**src/rtl/ncl_mr_tx.sv**
```systemverilog
// ----------------------------------------------------------------------------
// ncl_mr_tx : synchronous-to-NCL 1-of-RAILS multi-rail transmitter.
//
// Binary symbols enter through a valid/ready port into a DEPTH-entry FIFO.
// Each symbol leaves as a one-hot DATA wavefront on mr_out. An all-zero NULL
// wavefront follows it. Both are paced by the synchronised downstream
// completion signal mr_ack.
//
// Ports:
//   clk       in   clock
//   init_n    in   asynchronous active-low reset
//   in_valid  in   symbol offered
//   in_ready  out  FIFO can accept (combinational from occupancy)
//   in_data   in   binary symbol, $clog2(RAILS) bits
//   mr_out    out  registered multi-rail wavefront, RAILS bits
//   mr_ack    in   asynchronous completion (1 = DATA held, 0 = NULL held)
//   count     out  FIFO occupancy, $clog2(DEPTH)+1 bits
//   busy      out  wavefront in flight or FIFO non-empty
//   err       out  sticky watchdog flag
//
// Optional feature macro: NCL_MR_TX_WDOG_EN enables the wait watchdog that
// drives err. Without it, err is tied low.
// ----------------------------------------------------------------------------
module ncl_mr_tx #(
    parameter int RAILS       = 4,
    parameter int DEPTH       = 4,
    parameter int SYNC_STAGES = 2,
    parameter int TIMEOUT     = 256
) (
    input  logic                       clk,
    input  logic                       init_n,
    input  logic                       in_valid,
    output logic                       in_ready,
    input  logic [$clog2(RAILS)-1:0]   in_data,
    output logic [RAILS-1:0]           mr_out,
    input  logic                       mr_ack,
    output logic [$clog2(DEPTH):0]     count,
    output logic                       busy,
    output logic                       err
);

    localparam int DW = $clog2(RAILS);
    localparam int PW = $clog2(DEPTH);
    localparam int CW = PW + 1;
    localparam logic [CW-1:0] FULL_CNT = CW'(DEPTH);

    typedef enum logic {
        ST_NULL = 1'b0,
        ST_DATA = 1'b1
    } state_t;

    logic [SYNC_STAGES-1:0] r_sync;
    logic [DW-1:0]          r_mem [DEPTH];
    logic [PW-1:0]          r_wr_ptr;
    logic [PW-1:0]          r_rd_ptr;
    logic [CW-1:0]          r_count;
    logic                   r_rdy_en;
    state_t                 r_state;
    logic [RAILS-1:0]       r_mr_out;

    logic                   w_ack_s;
    logic                   w_push;
    logic                   w_pop;
    logic [RAILS-1:0]       w_onehot;

    assign w_ack_s  = r_sync[SYNC_STAGES-1];
    // in_ready stays low until the first edge after reset release.
    assign in_ready = r_rdy_en && (r_count != FULL_CNT);
    assign w_push   = in_valid && in_ready;
    // A symbol is launched only from NULL, and only after downstream has
    // acknowledged NULL. A stale DATA held downstream therefore blocks launch.
    assign w_pop    = (r_state == ST_NULL) && !w_ack_s && (r_count != '0);
    assign w_onehot = {{(RAILS-1){1'b0}}, 1'b1} << r_mem[r_rd_ptr];

    assign mr_out = r_mr_out;
    assign count  = r_count;
    assign busy   = (r_state != ST_NULL) || (r_count != '0);

    // Synchroniser for the asynchronous completion input.
    always_ff @(posedge clk or negedge init_n) begin
        if (!init_n) begin
            r_sync <= '0;
        end else begin
            r_sync <= {r_sync[SYNC_STAGES-2:0], mr_ack};
        end
    end

    // FIFO storage. Its contents need no reset because the pointers define validity.
    always_ff @(posedge clk) begin
        if (w_push) begin
            r_mem[r_wr_ptr] <= in_data;
        end
    end

    // FIFO pointers, occupancy and the post-reset ready enable.
    always_ff @(posedge clk or negedge init_n) begin
        if (!init_n) begin
            r_wr_ptr <= '0;
            r_rd_ptr <= '0;
            r_count  <= '0;
            r_rdy_en <= 1'b0;
        end else begin
            r_rdy_en <= 1'b1;
            if (w_push) begin
                r_wr_ptr <= r_wr_ptr + PW'(1);
            end
            if (w_pop) begin
                r_rd_ptr <= r_rd_ptr + PW'(1);
            end
            case ({w_push, w_pop})
                2'b10:   r_count <= r_count + CW'(1);
                2'b01:   r_count <= r_count - CW'(1);
                default: r_count <= r_count;
            endcase
        end
    end

    // DATA/NULL handshake FSM with registered wavefront output.
    always_ff @(posedge clk or negedge init_n) begin
        if (!init_n) begin
            r_state  <= ST_NULL;
            r_mr_out <= '0;
        end else begin
            case (r_state)
                ST_NULL: begin
                    if (w_pop) begin
                        r_mr_out <= w_onehot;
                        r_state  <= ST_DATA;
                    end
                end
                ST_DATA: begin
                    if (w_ack_s) begin
                        r_mr_out <= '0;
                        r_state  <= ST_NULL;
                    end
                end
                default: begin
                    r_mr_out <= '0;
                    r_state  <= ST_NULL;
                end
            endcase
        end
    end

`ifdef NCL_MR_TX_WDOG_EN
    localparam logic [15:0] TIMEOUT_W = 16'(TIMEOUT);

    logic [15:0] r_wait;
    logic [15:0] w_wait_nxt;
    logic        r_err;
    logic        w_trans;
    logic        w_waiting;

    assign w_trans   = w_pop || ((r_state == ST_DATA) && w_ack_s);
    assign w_waiting = (r_state == ST_DATA) || w_ack_s;

    // Next wait-counter value: cleared on transitions, saturating otherwise.
    always_comb begin
        w_wait_nxt = r_wait;
        if (w_trans) begin
            w_wait_nxt = 16'd0;
        end else if (w_waiting && (r_wait != 16'hFFFF)) begin
            w_wait_nxt = r_wait + 16'd1;
        end else begin
            w_wait_nxt = r_wait;
        end
    end

    // Wait counter and sticky error flag. Only reset clears the flag.
    always_ff @(posedge clk or negedge init_n) begin
        if (!init_n) begin
            r_wait <= 16'd0;
            r_err  <= 1'b0;
        end else begin
            r_wait <= w_wait_nxt;
            if (w_wait_nxt >= TIMEOUT_W) begin
                r_err <= 1'b1;
            end
        end
    end

    assign err = r_err;
`else
    // TIMEOUT only configures the watchdog, which is absent in this build.
    logic w_unused_cfg;
    assign w_unused_cfg = ^(32'(TIMEOUT));
    assign err = 1'b0;
`endif

endmodule

```
**config.mk**
```make
export PLATFORM = sky130hd
export DESIGN_NAME = ncl_mr_tx
export DESIGN_NICKNAME = d
export VERILOG_FILES = /design/src/rtl/ncl_mr_tx.sv
export SDC_FILE = /design/constraint.sdc
export NUM_CORES = 1
export LEC_CHECK = 0
export CAP_MARGIN = 20
export CORE_MARGIN = 3
export CORE_UTILIZATION = 55
export CTS_CLUSTER_SIZE = 25
export DETAILED_ROUTE_END_ITERATION = 8
export PLACE_DENSITY_LB_ADDON = 0.3
export SLEW_MARGIN = 15
export SYNTH_ARGS = -nofsm -noshare
export SYNTH_HDL_FRONTEND = slang
export SYNTH_SLANG_ARGS = --single-unit
```
**constraint.sdc**
```tcl
create_clock -name clk -period 4.9 [get_ports clk]
set_input_delay 0.98 -clock clk [delete_from_list [all_inputs] [get_ports clk]]
set_output_delay 0.98 -clock clk [all_outputs]
set_load 0.01 [all_outputs]
```
# Word-level counts from Yosys, hierarchy flattened

Memory sizes are Yosys's and may differ from the RTL's.
Index checks and enable logic that the tools add are counted.

Memories: 1
Output and inout port bits: 10
Memory bits (writable): 8
Bits in registers: 15
Input port bits: 6
Logic and storage cells: 37

Bitwise logic cells: 1
Reduce and logical (&&, ||, !) cells: 9
Muxes and demuxes: 9
Equality and inequality tests: 5
Add/subtract/negate cells: 4
Shift-type cells: 1

Memory list:

| memory | depth | bits a word | rd ports | clocked after memory_dff | write ports | RTL line | text |
|---|---|---|---|---|---|---|---|
| r_mem  | 4     | 2           | 1        | 0                        | 1           | 53       | `logic [DW-1:0] r_mem [DEPTH];` |

Operator list:

| cell                                                               | number |
|---|---|
| 4-bit two-way mux                                                  | 2 |
| 4-bit case mux with 2 select lines                                 | 1 |
| 3-bit case mux with 2 select lines                                 | 1 |
| 2-bit by 1-bit adder with 2-bit output, second input constant      | 2 |
| 1-bit logical AND                                                  | 4 |
| 1-bit two-way mux                                                  | 4 |
| 2-bit inequality test, second input constant                       | 2 |
| 1-bit by 2-bit << shifter with 4-bit output, first input constant  | 1 |
| 3-bit by 1-bit adder with 3-bit output, second input constant      | 1 |
| 3-bit inequality test, second input constant                       | 1 |
| 3-bit nonzero test                                                 | 1 |
| 3-bit by 1-bit subtractor with 3-bit output, second input constant | 1 |
| 2-bit by 1-bit == test with 1-bit output, second input constant    | 1 |
| 2-bit == test, second input constant                               | 1 |
| 1-bit case mux with 2 select lines                                 | 1 |
| 2-bit AND reduction                                                | 1 |
| 2-bit nonzero test                                                 | 1 |
| 1-bit logical NOT                                                  | 1 |
| 1-bit logical OR                                                   | 1 |
| 1-bit inverter                                                     | 1 |

# Depth between registers and ports, before layout

Gate-level depths: netlist of the first run.

Depth after elaboration: 5
Depth in mapped cells: 10
Gate-level depth less buffers: 9

# Worst setup path after synthesis of the first run

Ideal clock, no wire load.

Path kind: input port to flip-flop
From: input in_valid
To: register r_count[2], in the netlist count[2]
Library setup time: 0.080 ns
Path slack: 2.681 ns
Data arrival time: 2.139 ns
Required time: 4.820 ns
Cell stages on the path: 8
Path buffers: 0
Cells stage by stage: o311a_1 -> inv_1 -> ha_1 -> inv_1 -> fa_1 -> xor2_1 -> nor2_1 -> xnor2_1

Word-level cells in the longest chain between the ends: 3

Ends and longest elaborated chain:

| element                                                                   | RTL line | text |
|---|---|---|
| from (decl)                                                               | 32       | `input logic in_valid,` |
| 1-bit logical AND *                                                       | 69       | `assign w_push = in_valid && in_ready;` |
| 2-bit by 1-bit == test with 1-bit output or 2-bit == test (tied branches) | 110      | `case ({w_push, w_pop})` |
| 3-bit case mux with 2 select lines or 2-bit nonzero test (tied branches)  | --       |  |
| to (signal assigned)                                                      | 111      | `2'b10: r_count <= r_count + CW'(1);` |
| to (signal assigned)                                                      | 112      | `2'b01: r_count <= r_count - CW'(1);` |
| to (signal assigned)                                                      | 113      | `default: r_count <= r_count;` |
| to (decl)                                                                 | 56       | `logic [CW-1:0] r_count;` |

Every way passes the cells marked *; elsewhere a longest branch is shown, timed or not.
A chain may end at the register's enable or synchronous reset.

# Worst setup path after layout of the first run

From: register r_count[0], in the netlist count[0]
To: output busy

Word-level cells in the longest chain between the ends: 2

Ends and longest elaborated chain:

| element            | RTL line | text |
|---|---|---|
| 3-bit nonzero test | 77       | `assign busy = (r_state != ST_NULL) \|\| (r_count != '0);` |
| 1-bit logical OR   | 77       |  |
| to (decl)          | 38       | `output logic busy,` |

Every way passes these cells.

==> results.yml, run 1 <==
sta:
  relSlewSlack: 0.548
  fin_setup_tns_ps: 0
  finalMaxSlewViolations: 0
  worst_pin_slew_ps: 676
  fin_crit_ps: 2610
  fmaxAchievable_mhz: 384
  setup_violations: 0
  period_share: 0.532
  hold_viol_final: 0
  rsz0062_at_grt: "no"
  whs_ps: 375
  skew_ps: 4.70
die:
  num_rows: 15
  io_pins: 16
  start_util: 0.590
  die_w_um: 49.3
  die_area_sq_um: 2430
  core_area_sq_um: 1750
  die_y_um: 49.3
setup_path:
  cp-start-kind: "register"
  end_kind: "output port"
  ff2ff_path_depth: 9
  cp.required_ps: 3920
  crit_fanout: 6
  path_class: "register to output port"
  crit_arrival_ps: 1630
routing:
  wl_um: 1450
  vias_per_cell: 4.97
  ant_nets: 0
  drtIter0Drc: 5
  drtPass1Iterations: 4
  drc: 0
  wl_per_cell_um: 12.4
  dr_total_vias: 582
yosys:
  synth.most_common_cell: "dfrtp_1"
  synth_seq_cells: 23
  synth.avg_cell_area_sq_um: 13.5
  ys_top_cells_by_area: "dfrtp_1, edfxtp_1, ha_1, mux2i_1, mux4_2"
  yosysWarningCount: 0
  seq_area_frac_synth: 0.598
  ys_dominant_reg_cell: "dfrtp_1"
  ys_async_sr_fraction: 0.652
  syn-num-nets: 88
  synthesis.area_sq_um: 1030
  synth.distinct_cells: 24
  synth_top_area_frac: 0.365
  synth_edf_count: 8
  synth_common_cells: "dfrtp_1, edfxtp_1, inv_1"
  synth_top_area_cell: "dfrtp_1"
  syn_inst: 76
grt:
  grtUsageTotal: 0.140
  antenna_found_initial: 0
  gr-total-overflow: 0
  first_global_vias: 616
  grt_max_degree: 16
  grt_pass1_wl_um: 2550
flow_run:
  maxCapViolCount: 0
clocking:
  clk_pin_slew_worst_paths_ps: 120
  clk_latency_ps: 300
  numCtsBuffers: 3
  h-tree-depth: 1
  cts.path.max_buffers: 2
  clock-sinks: 23
  post_cts_resized: 0
  holdBufCountCts: 0
  cts_root_buffer: "clkbuf_4"
  cts_post_setup_buffers_inserted: 0
  cts_tree: "built"
finish:
  syn_to_final_growth_pct: 18.0
  diodes: 0
  fillCellCount: 133
  finalNetCount: 105
  multi_input_area_sq_um: 372
  drive_gt1_frac: 0.0652
  seqCellArea_sq_um: 616
placed_design:
  io_buffers: 14
  gp_congestion: 0.776
  dp_hpwl_um: 1160
status:
  outcome: "finished clean"
power_and_ir_drop:
  p_leak_nw: 0.529
  powerDensity_nw_per_um2: 532
  peakVddDrop_mv: 0.334
hold_path:
  min_path_type: "register to register"
  hold_depth: 0
where the power goes:
group	switching, mW	leakage (nW)	total [mW]	internal (mW)
sequential	0.0470	0.254	0.303	0.256
clock	0.0515	0.0150	0.0832	0.0317
combinational	0.112	0.260	0.260	0.148
total	0.211	0.529	0.647	0.436
routing by layer:
metal  vias up  routed length, um  track usage
met4         0                  7       0.0569
li1        282                  -            -
met3         2                 49       0.0306
met2         8                768        0.257
met1       290                628        0.155
met5         -                  0            0
layout by cell type (no fill, tap or decap), drive strengths merged, types with 2 or more instances in the layout:
cell type and instances:
nand2 6, mux4 2, ha 5, inv 8, and2 4, xnor2 5, nand2b 3, dfrtp 15
clkdlybuf4s50 14, mux2i 5, conb 2, edfxtp 8, clkbuf 4
final timing paths:
kind / start / end / slack, ps
min in group asynchronous: init_n / r_rd_ptr[0] / 1080
max: count[0] / busy / 2290
min: r_sync[0] / r_sync[1] / 370
min reg2reg: r_sync[0] / r_sync[1] / 370
max in group asynchronous: init_n / r_wr_ptr[0] / 3390
max reg2reg: count[0] / count[2] / 2690
worst max-delay path, stage by stage, from the launching register on:
cell,delay [ps]
dfrtp_1,460
nor3_1,290
nand2b_1,100
clkdlybuf4s50_1,480
sequential cells by signal (all words and copies together) (netlist names):
| register | cells |
|---|---|
| r_mem | 8 |
| mr_out | 4 |
| count | 3 |
| r_rd_ptr | 2 |
| r_sync | 2 |
| r_wr_ptr | 2 |
| r_rdy_en | 1 |
| r_state | 1 |
logic make-up (layout without fill, tap and decap cells):
| kind of cell | after synthesis | in the layout | share of synthesized area |
|---|---|---|---|
| AOI/OAI and AO/OA | 2 | 2 | 0.0182 |
| other | 2 | 2 | 0.00729 |
| adders and majority gates | 6 | 6 | 0.0802 |
| buffers and inverters | 10 | 26 | 0.0413 |
| muxes | 8 | 8 | 0.103 |
| xor gates and xnor gates | 6 | 6 | 0.0510 |
| and+or+nand+nor | 19 | 19 | 0.101 |
| DFF | 23 | 23 | 0.598 |
final cells by class:
class | count | area share
well taps | 25 | 0.0257
clock buffers | 4 | 0.0216
repair buffers | 14 | 0.115
flip-flops and latches | 23 | 0.507
multi-input cells | 43 | 0.306
inverters | 8 | 0.0247
through the flow:
step / setup WS [ps] / instances / area (sq um) / power, mW / util
2_1_floorplan: 2680 / 76 / 1030 / 0.467 / -
3_3_place_gp: 2180 / 113 / 1190 / 0.562 / 0.681
3_5_place_dp: 2130 / 113 / 1190 / 0.573 / 0.681
4_1_cts: 2270 / 117 / 1210 / 0.657 / 0.696
5_1_grt: 2100 / 117 / 1210 / 0.700 / 0.696
6_report: 2290 / 117 / 1210 / 0.647 / 0.696
Note: power is estimated with default switching activity, not from simulation.
==> inputs of run 2 (changes only) <==
--- a/config.mk
+++ b/config.mk
@@ -7,7 +7,7 @@
 export LEC_CHECK = 0
 export CAP_MARGIN = 20
 export CORE_MARGIN = 3
-export CORE_UTILIZATION = 55
+export CORE_UTILIZATION = 51
 export CTS_CLUSTER_SIZE = 25
 export DETAILED_ROUTE_END_ITERATION = 8
 export PLACE_DENSITY_LB_ADDON = 0.3
==> constraint.sdc (replaced) <==
create_clock -name clk -period 2.4 [get_ports clk]
set_input_delay 0.48 -clock clk [delete_from_list [all_inputs] [get_ports clk]]
set_output_delay 0.48 -clock clk [all_outputs]
set_load 0.01 [all_outputs]
==> run 2 against run 1 <==
Worst hold slack got worse by 9.6 ps. Combinational power rose by 110%. Global-route usage rose by 1.4 points. Core utilization fell by 2.0 points. Sequential power rose by 100%. Total power rose by 110%. Sequential share of layout area fell by 0.62 points. Largest cell class unchanged.
==> results.yml, run 2 (synthesis results as in run 1) <==
routing:
  ant_nets: 0
  wl_um: 1620
  drtIter0Drc: 5
  wl_per_cell_um: 13.6
  vias_per_cell: 4.87
  dr_total_vias: 579
  drtPass1Iterations: 4
  drc: 0
die:
  die_y_um: 50.9
  num_rows: 15
  start_util: 0.566
  io_pins: 16
  die_area_sq_um: 2590
  core_area_sq_um: 1820
  die_w_um: 50.9
power_and_ir_drop:
  p_leak_nw: 0.539
  peakVddDrop_mv: 0.625
  powerDensity_nw_per_um2: 1080
setup_path:
  cp.required_ps: 1920
  path_class: "register to output port"
  end_kind: "output port"
  crit_arrival_ps: 1720
  cp-start-kind: "register"
  worst-path-buf-inv: 1
  cpLargestDelayFamily: "buffers and inverters"
  crit_path_cell_trace: "nor3_1, nand2b_1, clkdlybuf4s50_1"
  slowest_stage: "clkdlybuf4s50_1"
  max_stage_delay_ps: 500
  crit_fanout: 6
sta:
  period_share: 0.918
  skew_ps: 1.38
  fmaxAchievable_mhz: 454
  rsz0062_at_grt: "no"
  finalMaxSlewViolations: 0
  fin_setup_tns_ps: 0
  setup_violations: 0
  worst_pin_slew_ps: 682
  hold_viol_final: 0
  relSlewSlack: 0.544
  fin_crit_ps: 2200
placed_design:
  dp_hpwl_um: 1260
  io_buffers: 14
  gp_congestion: 0.717
  dpl_cell_area_sq_um: 1200
grt:
  antenna_found_initial: 0
  gr-total-overflow: 0
  grtUsageTotal: 0.154
  grt_pass1_wl_um: 2930
  first_global_vias: 629
  grt_max_degree: 16
finish:
  largest_register_ff_count: 8
  diodes: 0
  top_register: "r_mem"
  mostFrequentLayoutCells: "dfrtp_1, clkdlybuf4s50_1, inv_1, edfxtp_1, nand2_1"
  finalNetCount: 107
  final_area_sq_um: 1230
  drive_gt1_frac: 0.0851
  syn_to_final_growth_pct: 19.4
  layout.cells.most_common: "dfrtp_1"
clocking:
  cts_post_setup_buffers_inserted: 0
  cts_tree: "built"
  holdBufCountCts: 0
  post_cts_resized: 0
  cts.path.max_buffers: 2
  cts_root_buffer: "clkbuf_4"
  clk_latency_ps: 300
  clk_pin_slew_worst_paths_ps: 120
  clock-sinks: 23
  h-tree-depth: 1
  numCtsBuffers: 3
flow_run:
  maxCapViolCount: 0
hold_path:
  min_path_type: "register to register"
status:
  outcome: "finished clean"
## run 2: final cells by class
type | instances | area, sq um
multi-input cells | 43 | 372
fillers | 160 | 591
repair buffers | 16 | 155
clock buffers | 4 | 26.3
flip-flops and latches | 23 | 616
inverters | 8 | 30.0
well taps | 25 | 31.3
## run 2: worst paths after layout
check                               start          end  slack (ps)  cells after the start
worst max-delay path             count[0]         busy         200                      3
worst min-delay path            r_sync[0]    r_sync[1]         370                      0
worst max register to register   count[0]     count[2]         330                      9
worst min register to register  r_sync[0]    r_sync[1]         370                      0
max in group asynchronous          init_n  r_wr_ptr[0]        1390                      1
min in group asynchronous          init_n    mr_out[2]         580                      1
## run 2: stage by stage
stage	hold WS, ps	utilization	std cells	setup slack (ps)	power, mW
after floorplan	184	-	76	329	0.952
after global placement	332	0.661	115	285	1.15
after detailed placement	340	0.661	115	258	1.18
after CTS	368	0.676	119	156	1.35
after global routing	372	0.676	119	18.0	1.44
final	365	0.676	119	197	1.33
## run 2: power breakdown
| part | switching (mW) | internal (mW) |
|---|---|---|
| Combinational | 0.231 | 0.308 |
| Clock | 0.108 | 0.0647 |
| Sequential | 0.0981 | 0.523 |
| Total | 0.437 | 0.895 |
## run 2: metal layers
layer / GRT usage / wire (um)
met5: 0 / 0
met3: 0.0262 / 51
met2: 0.283 / 913
met4: 0.0538 / 0
met1: 0.178 / 652
==> inputs of run 3 (changes only) <==
--- a/config.mk
+++ b/config.mk
@@ -5,12 +5,13 @@
 export SDC_FILE = /design/constraint.sdc
 export NUM_CORES = 1
 export LEC_CHECK = 0
-export CAP_MARGIN = 20
 export CORE_MARGIN = 3
 export CORE_UTILIZATION = 51
 export CTS_CLUSTER_SIZE = 25
 export DETAILED_ROUTE_END_ITERATION = 8
+export GPL_ROUTABILITY_DRIVEN = 0
 export PLACE_DENSITY_LB_ADDON = 0.3
+export REMOVE_ABC_BUFFERS = 1
 export SLEW_MARGIN = 15
 export SYNTH_ARGS = -nofsm -noshare
 export SYNTH_HDL_FRONTEND = slang
==> run 3 against run 2 <==
Design area decreased by 0.51%. Global-route usage is 1.5 points lower. Sequential share of layout area is 0.26 points higher. Largest cell class unchanged.
==> results.yml, run 3 (synthesis results as in run 1) <==
setup_path:
  cp.required_ps: 1920
  crit_fanout: 6
  cp-start-kind: "register"
  crit_path_cell_trace: "nor3_1, nand2b_1, clkdlybuf4s50_1"
  slowest_stage: "clkdlybuf4s50_1"
  path_class: "register to output port"
  crit_arrival_ps: 1650
  end_kind: "output port"
  max_stage_delay_ps: 490
clocking:
  holdBufCountCts: 0
  clock-sinks: 23
  cts_post_setup_buffers_inserted: 0
  clk_pin_slew_worst_paths_ps: 120
  cts_root_buffer: "clkbuf_4"
  post_cts_resized: 0
  cts.path.max_buffers: 2
  numCtsBuffers: 3
  h-tree-depth: 1
  clk_latency_ps: 300
  cts_tree: "built"
die:
  io_pins: 16
  start_util: 0.566
  die_y_um: 50.9
  core_area_sq_um: 1820
  num_rows: 15
  die_area_sq_um: 2590
  die_w_um: 50.9
routing:
  dr_total_vias: 575
  wl_um: 1510
  drtIter0Drc: 1
  vias_per_cell: 4.87
  drtPass1Iterations: 4
  wl_per_cell_um: 12.8
  drc: 0
  ant_nets: 0
sta:
  whs_ps: 365
  relSlewSlack: 0.541
  rsz0062_at_grt: "no"
  fmaxAchievable_mhz: 468
  hold_viol_final: 0
  setup_violations: 0
  worst_pin_slew_ps: 687
  skew_ps: 7.99
  fin_setup_tns_ps: 0
  finalMaxSlewViolations: 0
  period_share: 0.890
  fin_crit_ps: 2130
power_and_ir_drop:
  powerDensity_nw_per_um2: 1090
  p_sw_mw: 0.442
  seqPwrFrac: 0.467
  peakVddDrop_mv: 0.695
  intPower_mw: 0.891
  switching_share: 0.331
  power_frac_clock: 0.127
  power.total_mw: 1.33
  p_leak_nw: 0.536
  p_comb_frac: 0.406
finish:
  top_register: "r_mem"
  largest_register_ff_count: 8
  diodes: 0
  syn_to_final_growth_pct: 18.8
  finalNetCount: 106
  mostFrequentLayoutCells: "dfrtp_1, clkdlybuf4s50_1, inv_1, edfxtp_1, nand2_1"
  layout.cells.most_common: "dfrtp_1"
  drive_gt1_frac: 0.0860
grt:
  antenna_found_initial: 0
  grt_pass1_wl_um: 2640
  first_global_vias: 596
  gr-total-overflow: 0
  grtUsageTotal: 0.138
  grt_max_degree: 16
placed_design:
  io_buffers: 14
  dp_hpwl_um: 1230
hold_path:
  min_path_type: "register to register"
flow_run:
  maxCapViolCount: 0
status:
  outcome: "finished clean"
run 3: final timing paths:
check | to | slack (ps) | depth (start not counted) | from
max in group asynchronous | r_wr_ptr[0] | 1380 | 1 | init_n
setup / recovery | busy | 270 | 3 | count[0]
hold reg to reg | r_sync[1] | 360 | 0 | r_sync[0]
min in group asynchronous | r_rd_ptr[0] | 580 | 1 | init_n
hold / removal | r_sync[1] | 360 | 0 | r_sync[0]
setup reg to reg | count[2] | 330 | 9 | count[0]
run 3: layer usage:
metal  up-vias  GRT usage  routed length, um
met5         -          0                  0
met4         0     0.0404                 17
li1        283          -                  -
met3         2     0.0350                 40
met2         8      0.264                865
met1       282      0.148                586
run 3: through the flow:
step                       util  instance area (sq um)  setup slack (ps)  instances
after CTS                 0.672                   1220               250        118
after detailed placement  0.657                   1200               154        114
after global routing      0.672                   1220               129        118
final                     0.672                   1220               265        118
after global placement    0.657                   1200               199        114
after floorplan               -                   1020               313         74
run 3: worst max-delay path: cells and delay by family (launching register included):
| family | cells | cell delay [ps] |
|---|---|---|
| buffers and inverters | 1 | 490 |
| DFF | 1 | 480 |
| and+or+nand+nor | 2 | 390 |
run 3: power groups by stage:
stage	combinational (mW)	clock, mW	sequential, mW
after CTS	0.552	0.175	0.626
after detailed placement	0.550	0	0.635
after global placement	0.524	0	0.625
after global routing	0.602	0.192	0.642
final	0.541	0.170	0.622
after floorplan	0.308	0	0.641
run 3: layout make-up:
class,instances,area [sq um]
fill,154,597
tap,25,31.3
timing repair buffer,15,148
sequential,23,616
clock buffer,3,22.5
clock inverter,1,5.00
multi-input combinational,43,372
inverter,8,30.0
